==> src/rtl/gate_tt_sequencer.sv <==
// gate_tt_sequencer: walks every input combination of an N-input gate, holds each
// for DWELL cycles, samples the gate output and scores it against the selected function.
module gate_tt_sequencer #(
    parameter int N_IN  = 3,
    parameter int DWELL = 10
) (
    input  logic            clk,
    input  logic            rst,
    input  logic            start,
    input  logic [2:0]      func,
    input  logic            dut_y,
    output logic [N_IN-1:0] vec,
    output logic            busy,
    output logic            done,
    output logic            pass,
    output logic            cfg_err,
    output logic [N_IN:0]   err_count,
    output logic [N_IN-1:0] fail_vec
);
    typedef enum logic [1:0] {IDLE, DRIVE, DONE} state_t;
    state_t          state, state_d;
    logic [2:0]      func_q, func_d;
    logic [7:0]      cnt, cnt_d;
    logic [N_IN-1:0] vec_d, fail_d;
    logic [N_IN:0]   err_d;
    logic            pass_d, cfg_d, exp_y;
    assign busy = state == DRIVE;
    assign done = state == DONE;
    always_ff @(posedge clk) begin
        if (rst) begin
            state     <= IDLE;
            func_q    <= '0;
            cnt       <= '0;
            vec       <= '0;
            fail_vec  <= '0;
            err_count <= '0;
            pass      <= 1'b0;
            cfg_err   <= 1'b0;
        end else begin
            state     <= state_d;
            func_q    <= func_d;
            cnt       <= cnt_d;
            vec       <= vec_d;
            fail_vec  <= fail_d;
            err_count <= err_d;
            pass      <= pass_d;
            cfg_err   <= cfg_d;
        end
    end
    always_comb begin
        exp_y   = func_q == 3'd0 ? &vec : func_q == 3'd1 ? |vec : func_q == 3'd2 ? ~&vec :
                  func_q == 3'd3 ? ~|vec : func_q == 3'd4 ? ^vec : ~^vec;
        state_d = state;
        func_d  = func_q;
        cnt_d   = cnt;
        vec_d   = vec;
        fail_d  = fail_vec;
        err_d   = err_count;
        pass_d  = pass;
        cfg_d   = cfg_err;
        case (state)
            IDLE: begin
                vec_d = '0;
                if (start) begin
                    func_d  = func;
                    err_d   = '0;
                    fail_d  = '0;
                    pass_d  = 1'b0;
                    cfg_d   = func[2] & func[1];
                    cnt_d   = '0;
                    state_d = (func[2] & func[1]) ? DONE : DRIVE;
                end
            end
            DRIVE: begin
                cnt_d = cnt + 8'd1;
                if (cnt == 8'(DWELL - 1)) begin
                    if (dut_y != exp_y) begin
                        err_d  = err_count + 1'b1;
                        fail_d = err_count == '0 ? vec : fail_vec;
                    end
                    // pass is settled on the final sample edge so it is valid alongside done
                    if (&vec) begin
                        state_d = DONE;
                        pass_d  = err_d == '0;
                    end else begin
                        vec_d = vec + 1'b1;
                        cnt_d = '0;
                    end
                end
            end
            default: begin
                vec_d   = '0;
                state_d = IDLE;
            end
        endcase
    end
endmodule

==> config.mk <==
export PLATFORM = sky130hd
export DESIGN_NAME = gate_tt_sequencer
export DESIGN_NICKNAME = d
export VERILOG_FILES = /design/src/rtl/gate_tt_sequencer.sv
export SDC_FILE = /design/constraint.sdc
export NUM_CORES = 1
export LEC_CHECK = 0
export BUFFER_PORTS_ARGS = -buffer_cell sky130_fd_sc_hd__buf_2
export CORE_MARGIN = 2
export CORE_UTILIZATION = 55
export DETAILED_ROUTE_END_ITERATION = 6
export PLACE_DENSITY = 0.77
export SETUP_SLACK_MARGIN = 0.1
export SKIP_LAST_GASP = 1
export SLEW_MARGIN = 20
export SYNTH_ARGS = -nofsm -noshare
export SYNTH_HDL_FRONTEND = slang
export SYNTH_SLANG_ARGS = --single-unit
==> constraint.sdc <==
create_clock -name clk -period 3.3 [get_ports clk]
set_clock_uncertainty 0.2 [all_clocks]
set_input_delay 0.165 -clock clk [delete_from_list [all_inputs] [get_ports clk]]
set_output_delay 0.165 -clock clk [all_outputs]
set_load 0.1 [all_outputs]
After elaboration in Yosys (flattened, before gate mapping). Cells that the tools add are included.

Flip-flop bits (word level): 25. Input bits: 7. Output and inout port bits: 14. Word-level logic and storage cells: 75.

Add/sub/neg operators: 3. Equality and inequality tests: 13. Multiplexer cells: 29. Bitwise gates (word level): 3. Reduce and logical (&&, ||, !) cells: 19.

Operators by type and width (number): two-way mux 8 bit (3); two-way mux 4 bit (5); one-hot mux 8 bit (2 select lines) (1); two-way mux 3 bit (4); AND reduction 3 bit (3); adder 8 x 1 -> 8 bit (second input constant) (1); == test 8 x 4 -> 1 bit (second input constant) (1); zero test 4 bit (2); two-way mux 1 bit (8); two-way mux 2 bit (4); != test 2 x 1 -> 1 bit (second input constant) (4); one-hot mux 4 bit (2 select lines) (1); == test 3 x 2 -> 1 bit (second input constant) (2); one-hot mux 3 bit (2 select lines) (1); AND reduction 2 bit (3); AND reduction 5 bit (1); adder 4 x 1 -> 4 bit (second input constant) (1); one-hot mux 2 bit (2 select lines) (1); AND reduction 4 bit (1); adder 3 x 1 -> 3 bit (second input constant) (1); == test 3 x 1 -> 1 bit (second input constant) (1); == test 3 bit (second input constant) (1); zero test 3 bit (1); OR reduction 3 bit (1); 13 further kinds (15).

Depth between registers and ports, before layout.
Depth in word-level cells: 14. Depth in mapped cells: 9. Depth with buffers taken out: 8.

Worst setup path after synthesis. OpenSTA, ideal clock, no wires.

Path type: register to register. From: reg vec[0]. To: reg fail_vec[0]. Arrival: 3054 ps. Required time: 3026 ps. Path slack: -28 ps. Cell stages (with the launch flop): 10. Period minus slack after synthesis: 3328 ps. Cell sequence: dfxtp_1 inv_1 ha_1 xnor2_1 xnor2_1 mux2_4 and2_4 buf_6 or4_1 a31oi_1.

Longest elaborated chain between the ends: 9. Elaborated cells on any way between the ends: 18.

RTL lines: start: declaration (RTL line 12) `output logic [N_IN-1:0] vec,`; start signal: assignment (RTL line 43) `vec <= vec_d;`; XNOR reduction 3 bit (tied with other cells) (RTL line 52) `func_q == 3'd3 ? ~|vec : func_q == 3'd4 ? ^vec : ~^vec;`; two-way mux 1 bit / zero test 1 bit (equally long branches) (RTL line 52); two-way mux 1 bit (RTL line 52); two-way mux 1 bit (3 in series) (RTL line 51) `exp_y = func_q == 3'd0 ? &vec : func_q == 3'd1 ? |vec : func_q == 3'd2 ? ~&vec :`; != test 1 bit (RTL line 77) `if (dut_y != exp_y) begin`; != test 2 x 1 -> 1 bit (no source line); AND reduction 5 bit (no source line); end signal: assignment (RTL line 44) `fail_vec <= fail_d;`; end: declaration (RTL line 18) `output logic [N_IN-1:0] fail_vec`.

Parallel ways exist; a longest one is shown, timed or not. The select of a mux whose other input is x is not followed. A chain may end at the register's enable or synchronous reset.

Worst setup path after layout.
From: reg vec[0]. To: reg fail_vec[2].

Longest elaborated chain between the ends: 9. Elaborated cells on any way between the ends: 14.

RTL lines (RTL line): XNOR reduction 3 bit (tied with other cells) (52); two-way mux 1 bit / zero test 1 bit (equally long branches) (52); two-way mux 1 bit (52); two-way mux 1 bit (2 in series) (51); two-way mux 1 bit (*) (51); != test 1 bit (*) (77); != test 2 x 1 -> 1 bit (no source line) (*); AND reduction 5 bit (no source line) (*).

Mark *: on every way between the ends. The rest lies on a longest branch, timed or not.

==> flow_metrics.tcl <==
set metrics [dict create \
    outcome "finished, final reports clean" \
    post-dp-hpwl_mm 2.36 \
    dr.pass1.iters 6 \
    cp_top_family "simple AND/OR/NAND/NOR gates" \
    syn_nets 192 \
    syn_area_um2 1470 \
    power.leakage_nw 0.638 \
    areaGrowthSynthToFinish_pct 10.9 \
    max_cap_viol_count 0 \
    ys_async_sr_fraction 0 \
    synth_top_cell_by_area "sky130_fd_sc_hd__dfxtp_1" \
    clock_sinks 25 \
    setup-violations-final 0 \
    worst-slew-pin-transition_ns 0.662 \
    syn-mean-instance-area_um2 8.25 \
    clk_root_buffer_cell "sky130_fd_sc_hd__clkbuf_4" \
    clock_tree_buf_depth 2 \
    vdd_ir_drop_max_uv 268 \
    final-max-slew-violation-count 0 \
    rr_worst_depth 8 \
    crit_arrival_ns 2.67 \
    fmaxAchievable_ghz 0.381 \
    synth-edff-count 0 \
    core_um2 2500 \
    totalWireLength_mm 3.25 \
    multiInputGateArea_um2 887 \
    fin_nets 215 \
    die_x_um 55.7 \
    postCtsSetupRepairBufs 0 \
    crit_buf_inv 1 \
    finalWeightedCongestion 0.771 \
    worst-setup-path-type "reg -> reg" \
    synth_ff_type "sky130_fd_sc_hd__dfxtp_1" \
    timing.final.crit_share 0.795 \
    cp_cell_sequence "inv_1, ha_1, xnor2_1, xnor2_1, mux2_4, and2_4, or4_1, a31oi_1" \
    synth_warnings 0 \
    synth_cell_type_count 46 \
    cpMaxStageDelayCell "sky130_fd_sc_hd__or4_1" \
    num_antenna_cells 0 \
    detail_route.vias_per_cell 5.88 \
    grt_antenna_before_repair 0 \
    drt_drc_violations_left 0 \
    placed_cells_incl_taps 222 \
    die_h_um 55.7 \
    top_ports 21 \
    gr-usage-all-layers 0.216 \
    power_mw 0.565 \
    timing.critical_path.fanout_max 9 \
    crit_cells 8 \
    startpoint_type_of_the_worst_setup_path "flip-flop" \
    overflow 0 \
    post_layout_nonfiller_instances 230 \
    detailroute.via_count 1352 \
    layout.area.seq_um2 503 \
    floorplan_row_count 18 \
    dieArea_um2 3100 \
    layout_cell_share_with_drive_strength_beyond_1 0.195 \
    hold_buffers 4 \
    grt_pass1_vias 1340 \
    grt_first_pass_wirelength_mm 5.61 \
    placement.io_buffers 20 \
    rsz0062_at_grt "no" \
    crit_path_max_incr_delay_ns 0.51 \
    setup-tns-final_ns 0 \
    max-slew-margin-rel 0.555 \
    yosys-top-cells-count "sky130_fd_sc_hd__dfxtp_1 (25), sky130_fd_sc_hd__nor2_1 (25), sky130_fd_sc_hd__nand2_1 (17)" \
    ys_seq_area_frac 0.341 \
    syn-instance-count 178 \
    ctsResizeCount 0 \
    starting_density_of_the_core 0.587 \
    fillCellCount 215 \
    cts-buffers-inserted 3 \
    p_per_area_nw_per_um2 347 \
    worst_setup_hold_path_clk_slew_ns 0.14 \
    hold_depth 2 \
    clk-insertion-delay-late_ns 0.31 \
    detailed_route_wire_length_per_cell_um 14.1 \
    hold_viol_final 0 \
    clock_tree.htree_level_count 1 \
    route.antenna.remaining_nets 0 \
    critical_path.endpoint_type "flip-flop" \
    cts_tree "built" \
    synth_seq_cells 25 \
    share_of_yosys_cell_area_claimed_by_the_top_area_cell_type 0.341 \
    grt_max_degree 27 \
    final_period_minus_worst_setup_slack_ns 2.62 \
    crit_top_cell "sky130_fd_sc_hd__xnor2_1" \
    synthTopCellsByArea "sky130_fd_sc_hd__dfxtp_1 (34%), sky130_fd_sc_hd__nor2_1 (6.4%), sky130_fd_sc_hd__ha_1 (6.0%)" \
    holdCritPathClass "in -> reg" \
    critical_path_required_ns 3.35 \
    drt_first_iter_violations 42 \
]
-- layout by cell type (no fill, tap or decap), types with 6 or more instances in the layout --
cell type and n:
sky130_fd_sc_hd__o21ai_0 7, sky130_fd_sc_hd__nor2_1 25, sky130_fd_sc_hd__ha_1 7, sky130_fd_sc_hd__mux2i_1 6
sky130_fd_sc_hd__dfxtp_1 23, sky130_fd_sc_hd__a21oi_1 10, sky130_fd_sc_hd__buf_2 20, sky130_fd_sc_hd__nand2_1 17
sky130_fd_sc_hd__nor3b_1 6, sky130_fd_sc_hd__nand3_1 6
-- layer usage --
metal	part of all wire	wire length [um]	track usage	vias up
met4	0.0068	22	0.0523	0
met2	0.47	1520	0.379	38
met3	0.046	149	0.0279	6
met5	0	0	0	-
met1	0.48	1560	0.281	630
li1	-	-	-	678
-- registers in the layout, summed over array words and instances, names as in the netlist --
| register | cells |
|---|---|
| fail_vec | 3 |
| state | 2 |
| cnt | 8 |
| vec | 3 |
| pass | 1 |
| err_count | 4 |
| func_q | 3 |
| cfg_err | 1 |
-- path summary, 6_finish.rpt --
check,from,end,slack (ns)
worst max-delay path,vec[0]$_SDFFE_PP0P_,fail_vec[2]$_SDFFE_PP0P_,0.68
worst min-delay path,rst,cnt[5]$_SDFFE_PP0P_,0.08
worst max register to register,vec[0]$_SDFFE_PP0P_,fail_vec[2]$_SDFFE_PP0P_,0.68
worst min register to register,cfg_err$_SDFFE_PP0P_,cfg_err$_SDFFE_PP0P_,0.29
-- worst reg2reg max path: cells and delay by family (launching register included) --
family	cells	cell delay, ns
buffers and inverters	1	0.05
and+or+nand+nor	2	0.70
adders and majority gates	1	0.31
muxes	1	0.33
xor gates and xnor gates	2	0.38
AOI/OAI and AO/OA	1	0.19
DFF	1	0.40
-- per-stage QoR --
step | utilization | cell area (um2) | hold slack [ns] | worst slack, ns
after floorplan | - | 1470 | 0.112 | 0.320
after global placement | 0.623 | 1560 | 0.202 | 0.807
after detailed placement | 0.623 | 1560 | 0.214 | 0.703
after CTS | 0.651 | 1630 | 0.0690 | 0.671
after global routing | 0.651 | 1630 | 0.0928 | 0.573
final | 0.651 | 1630 | 0.0771 | 0.677
-- power breakdown --
| group | internal (mW) | switching [mW] | total, mW | leakage, nW |
|---|---|---|---|---|
| Combinational | 0.0376 | 0.0728 | 0.110 | 0.420 |
| Clock | 0.0462 | 0.0931 | 0.139 | 0.0139 |
| Sequential | 0.308 | 0.00718 | 0.315 | 0.203 |
| Total | 0.392 | 0.173 | 0.565 | 0.638 |
-- area by class of cell --
| cell class | count | share of cell area |
|---|---|---|
| repair buffers | 25 | 0.0907 |
| well taps | 30 | 0.0231 |
| multi-input cells | 140 | 0.545 |
| flip-flops and latches | 25 | 0.309 |
| clock buffers | 3 | 0.0138 |
| inverters | 6 | 0.0138 |
| clock inverters | 1 | 0.00461 |
-- cell families (layout without fill, tap and decap cells) --
family,Yosys count,in the layout,synth area share
AO/OA/AOI/OAI,34,34,0.142
adder cells (fa/ha/maj),7,7,0.0597
buffers and inverters,13,35,0.0546
flip-flops,25,25,0.341
XOR/XNOR,5,5,0.0298
AND/OR/NAND/NOR,87,87,0.321
multiplexers,7,7,0.0511
No activity file was read; power rests on OpenSTA's default activity.
